[src/rtl/race_pkg.sv]
// -----------------------------------------------------------------------------
// race_pkg
// Shared definitions for the race bookkeeping logic: FSM state encoding,
// timebase constant, the "no lap yet" time value and the checkpoint count.
// No ports (package).
// -----------------------------------------------------------------------------
package race_pkg;

   typedef enum logic [1:0] {
      ST_IDLE     = 2'd0,
      ST_RUNNING  = 2'd1,
      ST_FINISHED = 2'd2
   } race_state_t;

   // Lap times are kept in centiseconds.
   localparam int CS_PER_SEC = 100;

   // All-ones marks "no lap recorded yet"; slice to the time width in use.
   localparam logic [31:0] NO_TIME = 32'hFFFF_FFFF;

   // Checkpoints the upstream detector must latch before a lap is valid.
   localparam int NUM_CHECKPOINTS = 6;

endpackage : race_pkg

[src/rtl/cs_tick_gen.sv]
// -----------------------------------------------------------------------------
// cs_tick_gen
// Centisecond prescaler. Counts pclk cycles 0..CLK_HZ/100-1 while enabled and
// raises tick for one cycle at the terminal count.
// Ports:
//   pclk  in  system clock, rising edge
//   rst   in  asynchronous active-high reset
//   en    in  count enable (race running)
//   clr   in  synchronous clear (accepted race start)
//   tick  out one-cycle centisecond strobe
// -----------------------------------------------------------------------------
module cs_tick_gen
   import race_pkg::*;
#(
   parameter int CLK_HZ = 65_000_000
) (
   input  logic pclk,
   input  logic rst,
   input  logic en,
   input  logic clr,
   output logic tick
);

   localparam int DIV   = CLK_HZ / CS_PER_SEC;
   localparam int CNT_W = (DIV > 1) ? $clog2(DIV) : 1;
   localparam logic [CNT_W-1:0] TERM = CNT_W'(DIV - 1);

   logic [CNT_W-1:0] cnt_q;
   logic [CNT_W-1:0] cnt_d;

   assign tick = en && (cnt_q == TERM);

   always_comb begin
      cnt_d = cnt_q;
      if (clr) begin
         cnt_d = '0;
      end else if (en) begin
         cnt_d = (cnt_q == TERM) ? '0 : cnt_q + 1'b1;
      end
   end

   always_ff @(posedge pclk or posedge rst) begin
      if (rst) begin
         cnt_q <= '0;
      end else begin
         cnt_q <= cnt_d;
      end
   end

endmodule : cs_tick_gen

[src/rtl/lap_timer.sv]
// -----------------------------------------------------------------------------
// lap_timer
// Race bookkeeping: accepts a lap on the rising edge of lap_finished only when
// checkpoints_passed is high in that same cycle, counts laps, times the
// current lap in centiseconds and keeps last/best lap times.
// Ports:
//   pclk               in  system clock, rising edge
//   rst                in  asynchronous active-high reset
//   race_start         in  single-cycle start/restart pulse
//   lap_finished       in  detector level, high while in finish zone
//   checkpoints_passed in  detector level, high while all checkpoints latched
//   lap_count          out completed valid laps
//   lap_time           out running time of current lap (saturating)
//   last_time          out time of most recent completed lap
//   best_time          out best lap time, all-ones = no lap yet
//   new_best           out one-cycle pulse when best_time improves
//   race_active        out high while RUNNING
//   race_finished      out high while FINISHED
// -----------------------------------------------------------------------------
module lap_timer
   import race_pkg::*;
#(
   parameter int CLK_HZ = 65_000_000,
   parameter int LAPS   = 3,
   parameter int TIME_W = 16
) (
   input  logic              pclk,
   input  logic              rst,
   input  logic              race_start,
   input  logic              lap_finished,
   input  logic              checkpoints_passed,
   output logic [3:0]        lap_count,
   output logic [TIME_W-1:0] lap_time,
   output logic [TIME_W-1:0] last_time,
   output logic [TIME_W-1:0] best_time,
   output logic              new_best,
   output logic              race_active,
   output logic              race_finished
);

   localparam logic [TIME_W-1:0] TMAX   = NO_TIME[TIME_W-1:0];
   localparam logic [3:0]        LAPS_C = 4'(LAPS);

   race_state_t       state_q, state_d;
   logic              lf_q;
   logic [3:0]        lap_count_q, lap_count_d;
   logic [TIME_W-1:0] lap_time_q, lap_time_d;
   logic [TIME_W-1:0] last_time_q, last_time_d;
   logic [TIME_W-1:0] best_time_q, best_time_d;
   logic              new_best_q, new_best_d;
   logic              race_active_q, race_active_d;
   logic              race_finished_q, race_finished_d;
   logic              tick;
   logic              lap_evt;
   logic              running;

   assign running = (state_q == ST_RUNNING);

   // Checkpoints are only trustworthy in the rising-edge cycle; the detector
   // clears them right after lap_finished goes high.
   assign lap_evt = lap_finished & ~lf_q & checkpoints_passed;

   cs_tick_gen #(
      .CLK_HZ (CLK_HZ)
   ) u_tick (
      .pclk (pclk),
      .rst  (rst),
      .en   (running),
      .clr  (race_start),
      .tick (tick)
   );

   // State register.
   always_ff @(posedge pclk or posedge rst) begin
      if (rst) begin
         state_q <= ST_IDLE;
      end else begin
         state_q <= state_d;
      end
   end

   // Next-state logic; race_start is accepted in every state.
   always_comb begin
      state_d = state_q;
      case (state_q)
         ST_IDLE: begin
            if (race_start) state_d = ST_RUNNING;
         end
         ST_RUNNING: begin
            if (race_start) begin
               state_d = ST_RUNNING;
            end else if (lap_evt && ((lap_count_q + 4'd1) == LAPS_C)) begin
               state_d = ST_FINISHED;
            end
         end
         ST_FINISHED: begin
            if (race_start) state_d = ST_RUNNING;
         end
         default: state_d = ST_IDLE;
      endcase
   end

   // Output logic: status flags follow the next state so they are registered
   // in step with the state register.
   always_comb begin
      race_active_d   = (state_d == ST_RUNNING);
      race_finished_d = (state_d == ST_FINISHED);
   end

   // Time and lap registers. race_start beats lap_evt, and lap_evt beats tick
   // so last_time captures the pre-increment value.
   always_comb begin
      lap_count_d = lap_count_q;
      lap_time_d  = lap_time_q;
      last_time_d = last_time_q;
      best_time_d = best_time_q;
      new_best_d  = 1'b0;
      if (race_start) begin
         lap_count_d = '0;
         lap_time_d  = '0;
         last_time_d = '0;
         best_time_d = TMAX;
      end else if (running) begin
         if (lap_evt) begin
            last_time_d = lap_time_q;
            if (lap_time_q < best_time_q) begin
               best_time_d = lap_time_q;
               new_best_d  = 1'b1;
            end
            lap_time_d  = '0;
            lap_count_d = lap_count_q + 4'd1;
         end else if (tick && (lap_time_q != TMAX)) begin
            lap_time_d = lap_time_q + 1'b1;
         end
      end
   end

   always_ff @(posedge pclk or posedge rst) begin
      if (rst) begin
         lf_q            <= 1'b0;
         lap_count_q     <= '0;
         lap_time_q      <= '0;
         last_time_q     <= '0;
         best_time_q     <= TMAX;
         new_best_q      <= 1'b0;
         race_active_q   <= 1'b0;
         race_finished_q <= 1'b0;
      end else begin
         lf_q            <= lap_finished;
         lap_count_q     <= lap_count_d;
         lap_time_q      <= lap_time_d;
         last_time_q     <= last_time_d;
         best_time_q     <= best_time_d;
         new_best_q      <= new_best_d;
         race_active_q   <= race_active_d;
         race_finished_q <= race_finished_d;
      end
   end

   assign lap_count     = lap_count_q;
   assign lap_time      = lap_time_q;
   assign last_time     = last_time_q;
   assign best_time     = best_time_q;
   assign new_best      = new_best_q;
   assign race_active   = race_active_q;
   assign race_finished = race_finished_q;

endmodule : lap_timer

[config.mk]
export PLATFORM = sky130hd
export DESIGN_NAME = lap_timer
export DESIGN_NICKNAME = d
export VERILOG_FILES = /design/src/rtl/race_pkg.sv /design/src/rtl/cs_tick_gen.sv /design/src/rtl/lap_timer.sv
export SDC_FILE = /design/constraint.sdc
export NUM_CORES = 1
export LEC_CHECK = 0
export ABC_AREA = 1
export CAP_MARGIN = 20
export CORE_MARGIN = 1
export CORE_UTILIZATION = 55
export CTS_BUF_LIST = sky130_fd_sc_hd__clkbuf_4
export CTS_CLUSTER_SIZE = 10
export DETAILED_ROUTE_END_ITERATION = 16
export DONT_BUFFER_PORTS = 1
export MAX_ROUTING_LAYER = met4
export PLACE_DENSITY = 0.7
export SYNTH_ARGS = -nofsm -noshare
export SYNTH_HDL_FRONTEND = slang
export SYNTH_SLANG_ARGS = --single-unit
[constraint.sdc]
create_clock -name pclk -period 3.6 [get_ports pclk]
set_input_delay 1.08 -clock pclk [delete_from_list [all_inputs] [get_ports pclk]]
set_output_delay 1.08 -clock pclk [all_outputs]
set_load 0.01 [all_outputs]
==> metrics <==
status finished, final reports clean; Post-Layout Cell Count 687; flops & latches, synth 78; XOR/XNOR Fraction of Synth Area 0.0311; ys flop type dfrtp_1; DRT antenna net count 0; reg2reg path depth 9; final wirelength 10700 um; post-CTS setup buffer count 0; endpoints failing setup 0; switching part of the total 0.289; slew margin rel. 0.509; Crit path arrival time 2.87 ns; Leakage 0.00223 uW; Initial DRC Count 260; worst reg2reg startpoint best_time[15]; vias per inst 5.56; maximum buffer depth of the clock tree 2; Fmax 398 MHz; Comb power frac 0.128; gpl congestion 0.914; Reg power frac 0.548; asr flop ratio synth 1.00; Syn-to-layout area delta 4.45%; Synth Instances 585; Clk pwr share 0.324; root buf cell clkbuf_4; Max IR drop VDD 0.172 mV; cts bufs inserted 9; EDFF count, synth 0; die area 8550 um2; Placed Area 4540 um2; RSZ-0062 raised after global routing no; end of the worst register-to-register path best_time[11]; Setup WS pre-CTS 0.779 ns; largest family of logic cells by synthesized area simple AND/OR/NAND/NOR gates; post-CTS sizing 0; first-pass GRT wire length 18400 um; Antenna diodes 0; Clock Latency Late Sink 0.43 ns; drt first pass iters 5; Max Slew Vio Count 0; via count 3822; Worst-path clk slew 0.13 ns; vias in the first global route 3750; Reg2Reg Setup Slack 1.09 ns; Clock Sinks 78; Synth Area in Adders 0.0528; # IOs 60; syn_area_per_cell 7.69 um2; H-tree levels 3; initial antenna violation count 0; PortBufs 0; Simple-Gate Fraction of Synth Area 0.338; met3 WL 730 um; DRC 0; CP endpoint kind register; Synth Warn # 0; crit path kind reg2reg; Final WS setup 1.09 ns; Die Y 92.4 um; Final Power 1820 uW; pwr/cell area 388 nW/um2; hold buffers post-CTS 0; largest net degree at the start of global routing 38; Clock Skew 0.0184 ns; Die X 92.4 um; critical path depth 9; detailed placement HPWL 7830 um; Hold Path Class in2async; met2 WL 4930 um; # rows 32; global route overflow 0; Mapped Nets 609; crit-path leading delay family simple AND/OR/NAND/NOR gates; worst path cell trace inv_1 -> ha_1 -> a21oi_1 -> o21ai_0 -> a21oi_1 -> nand4_4 -> nand2_2 -> nand2_1 -> nand2_1; routed length per instance 15.6 um; P_sw 526 uW; Final Cycle Share 0.697; CP max stage delay 0.60 ns; Unique masters post-synth 33; Synth Area in Compound Gates 0.0528; share of layout cells above drive strength 1 0.0991; dpl cells 671; post-synthesis mux area share 0; post-synthesis cell area 4500 um2; Final Cell Area 4700 um2; min Tclk post-route 2.51 ns; fin nets 604; worst-margin pin slew 0.735 ns; Setup TNS 0 ns; final hold vios 0; total core area 7810 um2; Pint 1300 uW; maxcap violations 0; CTS tree yes; Initial Utilization 0.576; sequential share of the synthesized area 0.438; worst path bufs/invs 1; crit path max-delay cell type dfstp_2; CP Launch Type register; DRT met1 WL 4820 um; GRT Util Overall 0.285; Top Layer Used met4; Critical Path Fanout Max 18; Required @ worst endpoint 3.96 ns
cell usage after synthesis, types with 4 or more instances:
cell type / n / area share
clkbuf_1: 7 / 0.0058
dfstp_2: 16 / 0.093
nand2_1: 165 / 0.14
o21ai_0: 31 / 0.034
nor4_1: 5 / 0.0070
ha_1: 19 / 0.053
buf_2: 6 / 0.0067
xor2_1: 15 / 0.029
a21oi_1: 14 / 0.016
buf_4: 4 / 0.0067
nor2_1: 49 / 0.041
inv_1: 68 / 0.057
inv_2: 7 / 0.0058
nand4_1: 12 / 0.017
dfrtp_1: 62 / 0.34
nor3_1: 26 / 0.029
nor2_4: 4 / 0.010
nand3_1: 53 / 0.059
placed cells by master (no fill, tap or decap), types with 2 or more instances in the layout:
| cell type | n |
|---|---|
| dfstp_2 | 16 |
| nor2_1 | 49 |
| clkbuf_4 | 11 |
| nand3_2 | 2 |
| dfrtp_1 | 62 |
| nor2_4 | 4 |
| nand2_1 | 165 |
| nand3_1 | 53 |
| ha_1 | 19 |
| nor4_2 | 3 |
| nand3b_1 | 2 |
| xor2_1 | 15 |
| clkinv_1 | 2 |
| nor2_2 | 3 |
| inv_1 | 67 |
| o21ai_0 | 31 |
| nor3_1 | 26 |
| a21oi_1 | 14 |
| nand4_1 | 12 |
| bufinv_16 | 2 |
| buf_4 | 3 |
| inv_2 | 7 |
| nor4_1 | 5 |
cell families (layout without fill, tap and decap cells):
group	count (synthesis)	count (layout)
and+or+nand+nor	331	331
buffers and inverters	94	94
DFF	78	78
AOI/OAI and AO/OA	47	47
adders and majority gates	19	19
xor gates and xnor gates	16	16
flip-flops by register name, indices dropped and copies added, names as in the netlist, 2 cells and up:
name          count
best_time        16
lap_count         4
u_tick.cnt_q     20
last_time        16
lap_time         16
state_q           2
routing by layer:
| layer | global-route usage | up-vias |
|---|---|---|
| met4 | 0.121 | 0 |
| met3 | 0.0624 | 21 |
| li1 | - | 1871 |
| met1 | 0.366 | 1807 |
| met2 | 0.438 | 123 |
| met5 | - | - |
worst register-to-register path, cell delays in order (launching register included):
cell and delay, ns:
dfstp_2 0.60, inv_1 0.05, ha_1 0.29, a21oi_1 0.17, o21ai_0 0.10, a21oi_1 0.28
nand4_4 0.35, nand2_2 0.43, nand2_1 0.10, nand2_1 0.08
worst max path at each step:
stage / end / startpoint / slack (ns)
2_1_floorplan: lap_count[0] / rst / 0.55
3_3_place_gp: best_time[2] / checkpoints_passed / 0.84
3_5_place_dp: best_time[6] / checkpoints_passed / 0.78
4_1_cts: best_time[11] / best_time[15] / 1.13
5_1_grt: best_time[11] / best_time[9] / 0.94
6_report: best_time[11] / best_time[15] / 1.09
per-stage QoR:
| stage | hold slack [ns] | util |
|---|---|---|
| floorplan | 0.490 | - |
| detailed placement | 0.512 | 0.582 |
| global route | 0.482 | 0.602 |
| finish | 0.474 | 0.602 |
| global placement | 0.506 | 0.582 |
| CTS | 0.479 | 0.602 |
power groups by stage:
stage / clock network, uW / logic (uW) / registers, uW
finish: 590 / 234 / 1000
global route: 634 / 271 / 1010
CTS: 600 / 235 / 1000
detailed placement: 0 / 234 / 1020
global placement: 0 / 227 / 1020
floorplan: 0 / 195 / 1000
cell type report:
cell class | instances | area (um2)
Clock inverter | 5 | 75.1
Sequential cell | 78 | 1970
Tap cell | 102 | 128
Fill cell | 699 | 3110
Timing Repair Buffer | 3 | 22.5
Multi-Input combinational cell | 413 | 2140
Inverter | 75 | 283
Clock buffer | 11 | 82.6
No activity file was read; power rests on OpenSTA's default activity.
